[src/rtl/custom_instr_pkg.sv]
// Shared types and helpers for the custom-instruction dispatcher.
// The order-entry slot field is sized for the largest supported slot count (8).
package custom_instr_pkg;

    localparam int unsigned SLOT_IDX_W       = 3;
    localparam logic [31:0] UNMAPPED_DEFAULT = 32'hDEAD_C0DE;

    typedef struct packed {
        logic [SLOT_IDX_W-1:0] slot;
        logic                  unmapped;
    } order_entry_t;

    function automatic int unsigned sel_width(input int unsigned num_slots);
        return (num_slots <= 1) ? 1 : $clog2(num_slots);
    endfunction

endpackage

[src/rtl/ci_order_fifo.sv]
// Order FIFO: remembers the source of every outstanding command, oldest at the head.
// The head entry is read combinationally. The occupancy count is registered.
module ci_order_fifo #(
    parameter int unsigned WIDTH = 4,
    parameter int unsigned DEPTH = 4
) (
    input  logic                     clk,
    input  logic                     resetn,
    input  logic                     push,
    input  logic [WIDTH-1:0]         push_data,
    input  logic                     pop,
    output logic [WIDTH-1:0]         pop_data,
    output logic [$clog2(DEPTH):0]   count
);

    localparam int unsigned PTR_W = (DEPTH <= 1) ? 1 : $clog2(DEPTH);
    localparam int unsigned CNT_W = $clog2(DEPTH) + 1;

    logic [WIDTH-1:0] mem_q [DEPTH];
    logic [PTR_W-1:0] wr_ptr_q, rd_ptr_q;
    logic [CNT_W-1:0] count_q;
    logic             do_push, do_pop;

    assign do_push  = push & (count_q != CNT_W'(DEPTH));
    assign do_pop   = pop & (count_q != '0);
    assign pop_data = mem_q[rd_ptr_q];
    assign count    = count_q;

    // Power-of-two depth lets the pointers wrap naturally.
    always_ff @(posedge clk or negedge resetn) begin
        if (!resetn) begin
            wr_ptr_q <= '0;
            rd_ptr_q <= '0;
            count_q  <= '0;
            for (int i = 0; i < DEPTH; i++) begin
                mem_q[i] <= '0;
            end
        end else begin
            if (do_push) begin
                mem_q[wr_ptr_q] <= push_data;
                wr_ptr_q        <= wr_ptr_q + PTR_W'(1);
            end
            if (do_pop) begin
                rd_ptr_q <= rd_ptr_q + PTR_W'(1);
            end
            if (do_push && !do_pop) begin
                count_q <= count_q + CNT_W'(1);
            end else if (do_pop && !do_push) begin
                count_q <= count_q - CNT_W'(1);
            end
        end
    end

endmodule

[src/rtl/custom_instr_dispatch.sv]
// Routes CPU custom-instruction commands to accelerator slots and returns their
// responses to the CPU strictly in command order. Unmapped slots answer with a fixed value.
module custom_instr_dispatch
    import custom_instr_pkg::*;
#(
    parameter int unsigned       NUM_SLOTS      = 4,
    parameter int unsigned       FID_W          = 10,
    parameter int unsigned       DATA_W         = 32,
    parameter int unsigned       ORDER_DEPTH    = 4,
    parameter logic [DATA_W-1:0] UNMAPPED_VALUE = DATA_W'(UNMAPPED_DEFAULT)
) (
    input  logic                          clk,
    input  logic                          resetn,
    input  logic                          cmd_valid,
    output logic                          cmd_ready,
    input  logic [FID_W-1:0]              cmd_function_id,
    input  logic [DATA_W-1:0]             cmd_inputs_0,
    input  logic [DATA_W-1:0]             cmd_inputs_1,
    output logic                          rsp_valid,
    input  logic                          rsp_ready,
    output logic [DATA_W-1:0]             rsp_outputs_0,
    output logic [NUM_SLOTS-1:0]          slot_cmd_valid,
    input  logic [NUM_SLOTS-1:0]          slot_cmd_ready,
    output logic [FID_W-1:0]              slot_cmd_function_id,
    output logic [DATA_W-1:0]             slot_cmd_inputs_0,
    output logic [DATA_W-1:0]             slot_cmd_inputs_1,
    input  logic [NUM_SLOTS-1:0]          slot_rsp_valid,
    output logic [NUM_SLOTS-1:0]          slot_rsp_ready,
    input  logic [NUM_SLOTS*DATA_W-1:0]   slot_rsp_outputs_0,
    output logic [$clog2(ORDER_DEPTH):0]  outstanding,
    output logic [15:0]                   unmapped_count,
    output logic                          busy
);

    localparam int unsigned SEL_W = sel_width(NUM_SLOTS);
    localparam int unsigned CNT_W = $clog2(ORDER_DEPTH) + 1;

    logic [SEL_W-1:0]  cmd_idx;
    logic              cmd_unmapped;
    logic              accept;
    logic              cmd_xfer;
    logic              cmd_vld_q;
    logic [SEL_W-1:0]  cmd_slot_q;
    logic [FID_W-1:0]  cmd_fid_q;
    logic [DATA_W-1:0] cmd_in0_q, cmd_in1_q;
    logic [15:0]       unmapped_cnt_q;
    logic [CNT_W-1:0]  fifo_count;
    logic              fifo_empty;
    logic              rsp_pop;
    order_entry_t      push_entry;
    order_entry_t      head_entry;

    assign cmd_idx      = cmd_function_id[FID_W-1 -: SEL_W];
    assign cmd_unmapped = (32'(cmd_idx) >= NUM_SLOTS);
    assign fifo_empty   = (fifo_count == '0);

    // Acceptance looks only at registered occupancy, so a same-cycle pop never frees a slot.
    assign cmd_ready = resetn & (fifo_count < CNT_W'(ORDER_DEPTH)) & (~cmd_vld_q | cmd_xfer);
    assign accept    = cmd_valid & cmd_ready;

    assign push_entry = '{slot: SLOT_IDX_W'(cmd_idx), unmapped: cmd_unmapped};

    always_comb begin
        slot_cmd_valid = '0;
        cmd_xfer       = 1'b0;
        for (int i = 0; i < NUM_SLOTS; i++) begin
            if (cmd_vld_q && (cmd_slot_q == SEL_W'(i))) begin
                slot_cmd_valid[i] = 1'b1;
                cmd_xfer          = slot_cmd_ready[i];
            end
        end
    end

    assign slot_cmd_function_id = cmd_fid_q;
    assign slot_cmd_inputs_0    = cmd_in0_q;
    assign slot_cmd_inputs_1    = cmd_in1_q;

    always_ff @(posedge clk or negedge resetn) begin
        if (!resetn) begin
            cmd_vld_q  <= 1'b0;
            cmd_slot_q <= '0;
            cmd_fid_q  <= '0;
            cmd_in0_q  <= '0;
            cmd_in1_q  <= '0;
        end else if (accept && !cmd_unmapped) begin
            cmd_vld_q  <= 1'b1;
            cmd_slot_q <= cmd_idx;
            cmd_fid_q  <= cmd_function_id;
            cmd_in0_q  <= cmd_inputs_0;
            cmd_in1_q  <= cmd_inputs_1;
        end else if (cmd_xfer) begin
            cmd_vld_q  <= 1'b0;
        end
    end

    always_ff @(posedge clk or negedge resetn) begin
        if (!resetn) begin
            unmapped_cnt_q <= '0;
        end else if (accept && cmd_unmapped && (unmapped_cnt_q != 16'hFFFF)) begin
            unmapped_cnt_q <= unmapped_cnt_q + 16'd1;
        end
    end

    ci_order_fifo #(
        .WIDTH ($bits(order_entry_t)),
        .DEPTH (ORDER_DEPTH)
    ) u_order_fifo (
        .clk       (clk),
        .resetn    (resetn),
        .push      (accept),
        .push_data (push_entry),
        .pop       (rsp_pop),
        .pop_data  (head_entry),
        .count     (fifo_count)
    );

    // The head entry alone decides which source may talk to the CPU.
    always_comb begin
        rsp_valid      = 1'b0;
        rsp_outputs_0  = '0;
        slot_rsp_ready = '0;
        if (!fifo_empty) begin
            if (head_entry.unmapped) begin
                rsp_valid     = 1'b1;
                rsp_outputs_0 = UNMAPPED_VALUE;
            end else begin
                for (int i = 0; i < NUM_SLOTS; i++) begin
                    if (head_entry.slot == SLOT_IDX_W'(i)) begin
                        rsp_valid         = slot_rsp_valid[i];
                        rsp_outputs_0     = slot_rsp_outputs_0[i*DATA_W +: DATA_W];
                        slot_rsp_ready[i] = rsp_ready;
                    end
                end
            end
        end
    end

    assign rsp_pop        = rsp_valid & rsp_ready;
    assign outstanding    = fifo_count;
    assign unmapped_count = unmapped_cnt_q;
    assign busy           = ~fifo_empty | cmd_vld_q;

endmodule
[config.mk]
export PLATFORM = sky130hd
export DESIGN_NAME = custom_instr_dispatch
export DESIGN_NICKNAME = d
export VERILOG_FILES = /design/src/rtl/custom_instr_pkg.sv /design/src/rtl/ci_order_fifo.sv /design/src/rtl/custom_instr_dispatch.sv
export SDC_FILE = /design/constraint.sdc
export NUM_CORES = 1
export LEC_CHECK = 0
export ABC_AREA = 1
export ABC_CLOCK_PERIOD_IN_PS = 3100
export BUFFER_PORTS_ARGS = -buffer_cell sky130_fd_sc_hd__buf_2
export CORE_AREA = 3 3 134 136
export CTS_BUF_LIST = sky130_fd_sc_hd__clkbuf_2
export DETAILED_ROUTE_END_ITERATION = 6
export DIE_AREA = 0 0 137 139
export PLACE_DENSITY = 0.59
export SYNTH_ARGS = -nofsm -noshare
export SYNTH_HDL_FRONTEND = slang
export SYNTH_SLANG_ARGS = --single-unit
export TNS_END_PERCENT = 100
[constraint.sdc]
create_clock -name clk -period 3.1 [get_ports clk]
set_input_delay 0.155 -clock clk [delete_from_list [all_inputs] [get_ports clk]]
set_output_delay 0.155 -clock clk [all_outputs]
set_load 0.005 [all_outputs]
==> flow_summary.rst <==
.. list-table::
   :header-rows: 1

   * - Metric
     - Value
   * - RSZ-0062 raised after global routing
     - false
   * - Launching point of the worst reg2reg path
     - cmd_slot_q[1]
   * - Cell with the largest stage delay on the worst path
     - sky130_fd_sc_hd__dfrtp_1
   * - Layout cells sized above 1
     - 0.360
   * - Warnings from Yosys
     - 0
   * - Final standard cell count with taps included and fillers excluded
     - around 1,300
   * - Number of placed I/O pins
     - 350
   * - Latest clock arrival within the worst-skew pair
     - between 500 and 600 ps
   * - Pin count of the biggest net entering global routing
     - 80
   * - Core Area
     - roughly 0.017 mm²
   * - Power per Cell Area
     - roughly 940 mW/mm²
   * - Starting utilization of the core area
     - 0.299
   * - Data required time at the worst endpoint
     - roughly 2900 ps
   * - Met2 layer usage reported by global route
     - 0.385
   * - Final Critical Period
     - around 2900 ps
   * - Post-Layout Inst Area
     - between 0.007 and 0.008 mm²
   * - Max Root-Sink Buffers
     - 2
   * - Number of buffers added on ports
     - between 300 and 400
   * - Wire length per cell
     - between 15 and 20 µm
   * - Placed standard-cell area
     - a little under 0.007 mm²
   * - Largest clock skew in the final design
     - about 28 ps
   * - CP Capture Type
     - output port
   * - Estimated wirelength of the detail-placed design
     - about 15,000 µm
   * - Setup slack of the worst register-to-register path
     - about 400 ps
   * - Fraction of registers with async set or reset after synthesis
     - 1.00
   * - DRC violations left
     - 0
   * - Post-CTS Resized
     - 0
   * - Via count normalized by instance count
     - 4.52
   * - Iteration-0 DRC count of the detailed router
     - 208
   * - Die X
     - ~140 µm
   * - Transition time of the tightest slew-check pin
     - slightly below 1000 ps
   * - Final period utilization
     - 0.922
   * - Overall power of the completed layout
     - between 7 and 8 mW
   * - Filler Cells Inserted
     - roughly 1,700
   * - Cell types with the largest area share after synthesis
     - sky130_fd_sc_hd__dfrtp_1 44%, sky130_fd_sc_hd__nand2_1 24%, sky130_fd_sc_hd__o21ai_0 4.4%, sky130_fd_sc_hd__buf_4 3.8%, sky130_fd_sc_hd__a21oi_1 2.1%
   * - Most instantiated flip-flop cell in the synthesis netlist
     - sky130_fd_sc_hd__dfrtp_1
   * - Unique cell type count in the Yosys netlist
     - 38
   * - Max-cap violations
     - 0
   * - Initial antenna violation count
     - 2
   * - Number of buffers added to fix hold violations after cts
     - 80
   * - Critical-path cell list
     - inv_2, nand2_1, nand3_2, nand2_4, nor2_8, inv_4, buf_4, o21ai_0, a21oi_1, buf_2
   * - Depth of the worst register-to-register path
     - 11
   * - Routing layer with the top usage in global route
     - met2
   * - Run status
     - finished clean
   * - Global placement routability congestion
     - between 0.8 and 0.9
   * - End of the worst register-to-register path
     - u_order_fifo.mem_q[14]
   * - Met1 Usage GRT
     - 0.218
   * - Slew Viols, Final
     - 0
   * - Worst hold path type
     - input pin to flop
   * - Number of global-route vias before repair
     - approximately 5,900
   * - Die footprint
     - around 0.019 mm²
   * - Row count
     - 48
   * - WL final
     - ~20,000 µm
   * - Critical Path Sink
     - rsp_outputs_0[7]
   * - Cell with the most instances after synthesis
     - sky130_fd_sc_hd__nand2_1
   * - Number of nets in the final layout
     - about 1,300
   * - Die Y
     - 139 µm
   * - Max FO, Critical Path
     - 45
   * - Met3 capacity usage during global routing
     - 0.0613
   * - Worst setup slack before clock tree synthesis
     - approximately 530 ps
   * - CP Class
     - flop to output port
   * - Post-synthesis area per instance
     - between 7 and 8 µm²
   * - Total count of hold-check failures in the final report
     - 0
   * - Worst path arrival time
     - between 2000 and 3000 ps
   * - Root buffer cell
     - sky130_fd_sc_hd__clkbuf_2
   * - Critical path's largest stage delay
     - ~500 ps
   * - Total of flip-flops plus latches after synthesis
     - 90
   * - Worst slew slack as a fraction of its limit
     - 0.341
   * - Crit path launch
     - u_order_fifo.rd_ptr_q[0]
   * - Cell area after technology mapping
     - slightly above 0.005 mm²
   * - Yosys top cell by area
     - sky130_fd_sc_hd__dfrtp_1
   * - Final sum of negative setup slack
     - 0 ps
   * - Worst IR Drop VDD
     - 0.453 mV
   * - Number of vias after detailed routing
     - approximately 5,900
   * - Final global-route overflow total
     - 0
   * - CTS tree
     - built
   * - Endpoints failing setup
     - 0
   * - Clk sink count
     - 90
   * - Most frequent cells after synthesis
     - 322 x sky130_fd_sc_hd__nand2_1, 90 x sky130_fd_sc_hd__dfrtp_1, 45 x sky130_fd_sc_hd__o21ai_0, 26 x sky130_fd_sc_hd__buf_4, 23 x sky130_fd_sc_hd__inv_1
   * - Global routing usage summed across all routing layers
     - 0.203
   * - Seq/Total Area, Yosys
     - 0.442
   * - Global-route wire length before repair
     - 30,500 µm
   * - Clock Pin Slew Worst Setup and Hold Paths
     - between 200 and 250 ps
   * - Placed instance count
     - between 1,000 and 1,500
   * - Final setup slack of the worst path
     - ~240 ps
   * - Post-CTS Setup Bufs
     - 0
   * - CP Launch Type
     - flop
   * - DRT antenna net count
     - 0
   * - Number of flops mapped to enable cells by yosys
     - 0
   * - 1st-pass router iterations
     - 4
   * - Area growth from synthesis to layout
     - 50.9%
   * - H-tree lvl count
     - 3
   * - Highest attainable clock frequency
     - ~350 MHz
   * - CTS buffer count
     - 9
   * - Proportion of netlist area held by the largest area contributor
     - 0.442
   * - Leak pwr
     - 4.36 nW
   * - Post-synthesis cell count
     - approximately 680
==> cells in the final DEF, fill, tap and decap left out, types with 3 or more instances in the layout <==
master                            n
sky130_fd_sc_hd__nand2_1        322
sky130_fd_sc_hd__a31oi_1          9
sky130_fd_sc_hd__conb_1          16
sky130_fd_sc_hd__or2_2            5
sky130_fd_sc_hd__o22ai_1          3
sky130_fd_sc_hd__nand2_2          9
sky130_fd_sc_hd__nand3_1          4
sky130_fd_sc_hd__o21ai_0         45
sky130_fd_sc_hd__nand2_4          3
sky130_fd_sc_hd__dfrtp_1         90
sky130_fd_sc_hd__inv_2            6
sky130_fd_sc_hd__nor2_1          20
sky130_fd_sc_hd__o211ai_1         5
sky130_fd_sc_hd__a21oi_1         21
sky130_fd_sc_hd__or2_1            4
sky130_fd_sc_hd__inv_1           23
sky130_fd_sc_hd__nor3_1           6
sky130_fd_sc_hd__clkbuf_2        10
sky130_fd_sc_hd__nand3_2          7
sky130_fd_sc_hd__dlygate4sd3_1   80
sky130_fd_sc_hd__o21ai_1         18
sky130_fd_sc_hd__a22oi_1          3
sky130_fd_sc_hd__nand4_1         10
sky130_fd_sc_hd__buf_2          332
sky130_fd_sc_hd__buf_4            8
sky130_fd_sc_hd__ha_1             5
==> registers in the layout, summed over array words and instances (netlist names) <==
register	cells
cmd_vld_q	1
cmd_slot_q	2
u_order_fifo.mem_q	8
u_order_fifo.count	3
slot_cmd_function_id	8
slot_cmd_inputs_1	32
slot_cmd_inputs_0	32
u_order_fifo.wr_ptr_q	2
u_order_fifo.rd_ptr_q	2
==> worst min path at each step <==
| stage | start | endpoint | depth (start not counted) |
|---|---|---|---|
| after floorplan | resetn | cmd_slot_q[0] | 0 |
| after global placement | resetn | slot_cmd_inputs_0[26] | 1 |
| after detailed placement | resetn | slot_cmd_inputs_0[9] | 1 |
| after CTS | slot_cmd_ready[3] | cmd_vld_q | 4 |
| after global routing | slot_cmd_ready[3] | cmd_vld_q | 4 |
| final | slot_cmd_ready[3] | cmd_vld_q | 4 |
==> layout make-up <==
cell class | count | area (µm²) | share of cell area
Multi-Input combinational cell | 526 | 2420 | 0.316
Clock inverter | 6 | 33.8 | 0.00440
Antenna cell | 2 | 5.00 | 0.000651
Tap cell | 225 | 282 | 0.0366
Timing Repair Buffer | 420 | 2520 | 0.328
Sequential cell | 90 | 2250 | 0.293
Clock buffer | 10 | 50.0 | 0.00651
Inverter | 30 | 115 | 0.0150
==> power breakdown <==
| part | total (mW) | switching, mW | internal, mW | leakage (nW) |
|---|---|---|---|---|
| Sequential | 2.08 | 0.367 | 1.71 | 1.12 |
| Clock | 0.490 | 0.388 | 0.102 | 0.0568 |
| Combinational | 4.63 | 2.75 | 1.88 | 3.18 |
==> critical path: cells and delay by family, from the launching register on <==
kind	cells	cell delay, ps
flip-flops	1	500
AND/OR/NAND/NOR	4	580
buffers and inverters	4	680
AO/OA/AOI/OAI	2	410
==> kinds of logic after synthesis <==
logic type	Yosys count	share of synthesized area
simple gates	395	0.330
compound gates	105	0.111
flops	90	0.442
buf+inv	80	0.0926
fa+ha+maj	6	0.0162
xor+xnor	3	0.00516
other cells	1	0.000736
mux	1	0.00221
==> stage by stage <==
| stage | util | hold slack [ps] |
|---|---|---|
| final | 0.451 | 74.0 |
| after floorplan | - | -141 |
| after global placement | 0.398 | 4.98 |
| after detailed placement | 0.398 | 5.78 |
| after CTS | 0.450 | 15.4 |
| after global routing | 0.451 | 11.2 |
==> per-layer routing <==
| layer | vias to the layer above | routed length (µm) |
|---|---|---|
| met4 | 0 | 269 |
| met5 | - | 0 |
| met2 | 257 | 10700 |
| li1 | 2926 | - |
| met3 | 19 | 1910 |
| met1 | 2715 | 7370 |
Power figures use the tool's default switching activity.
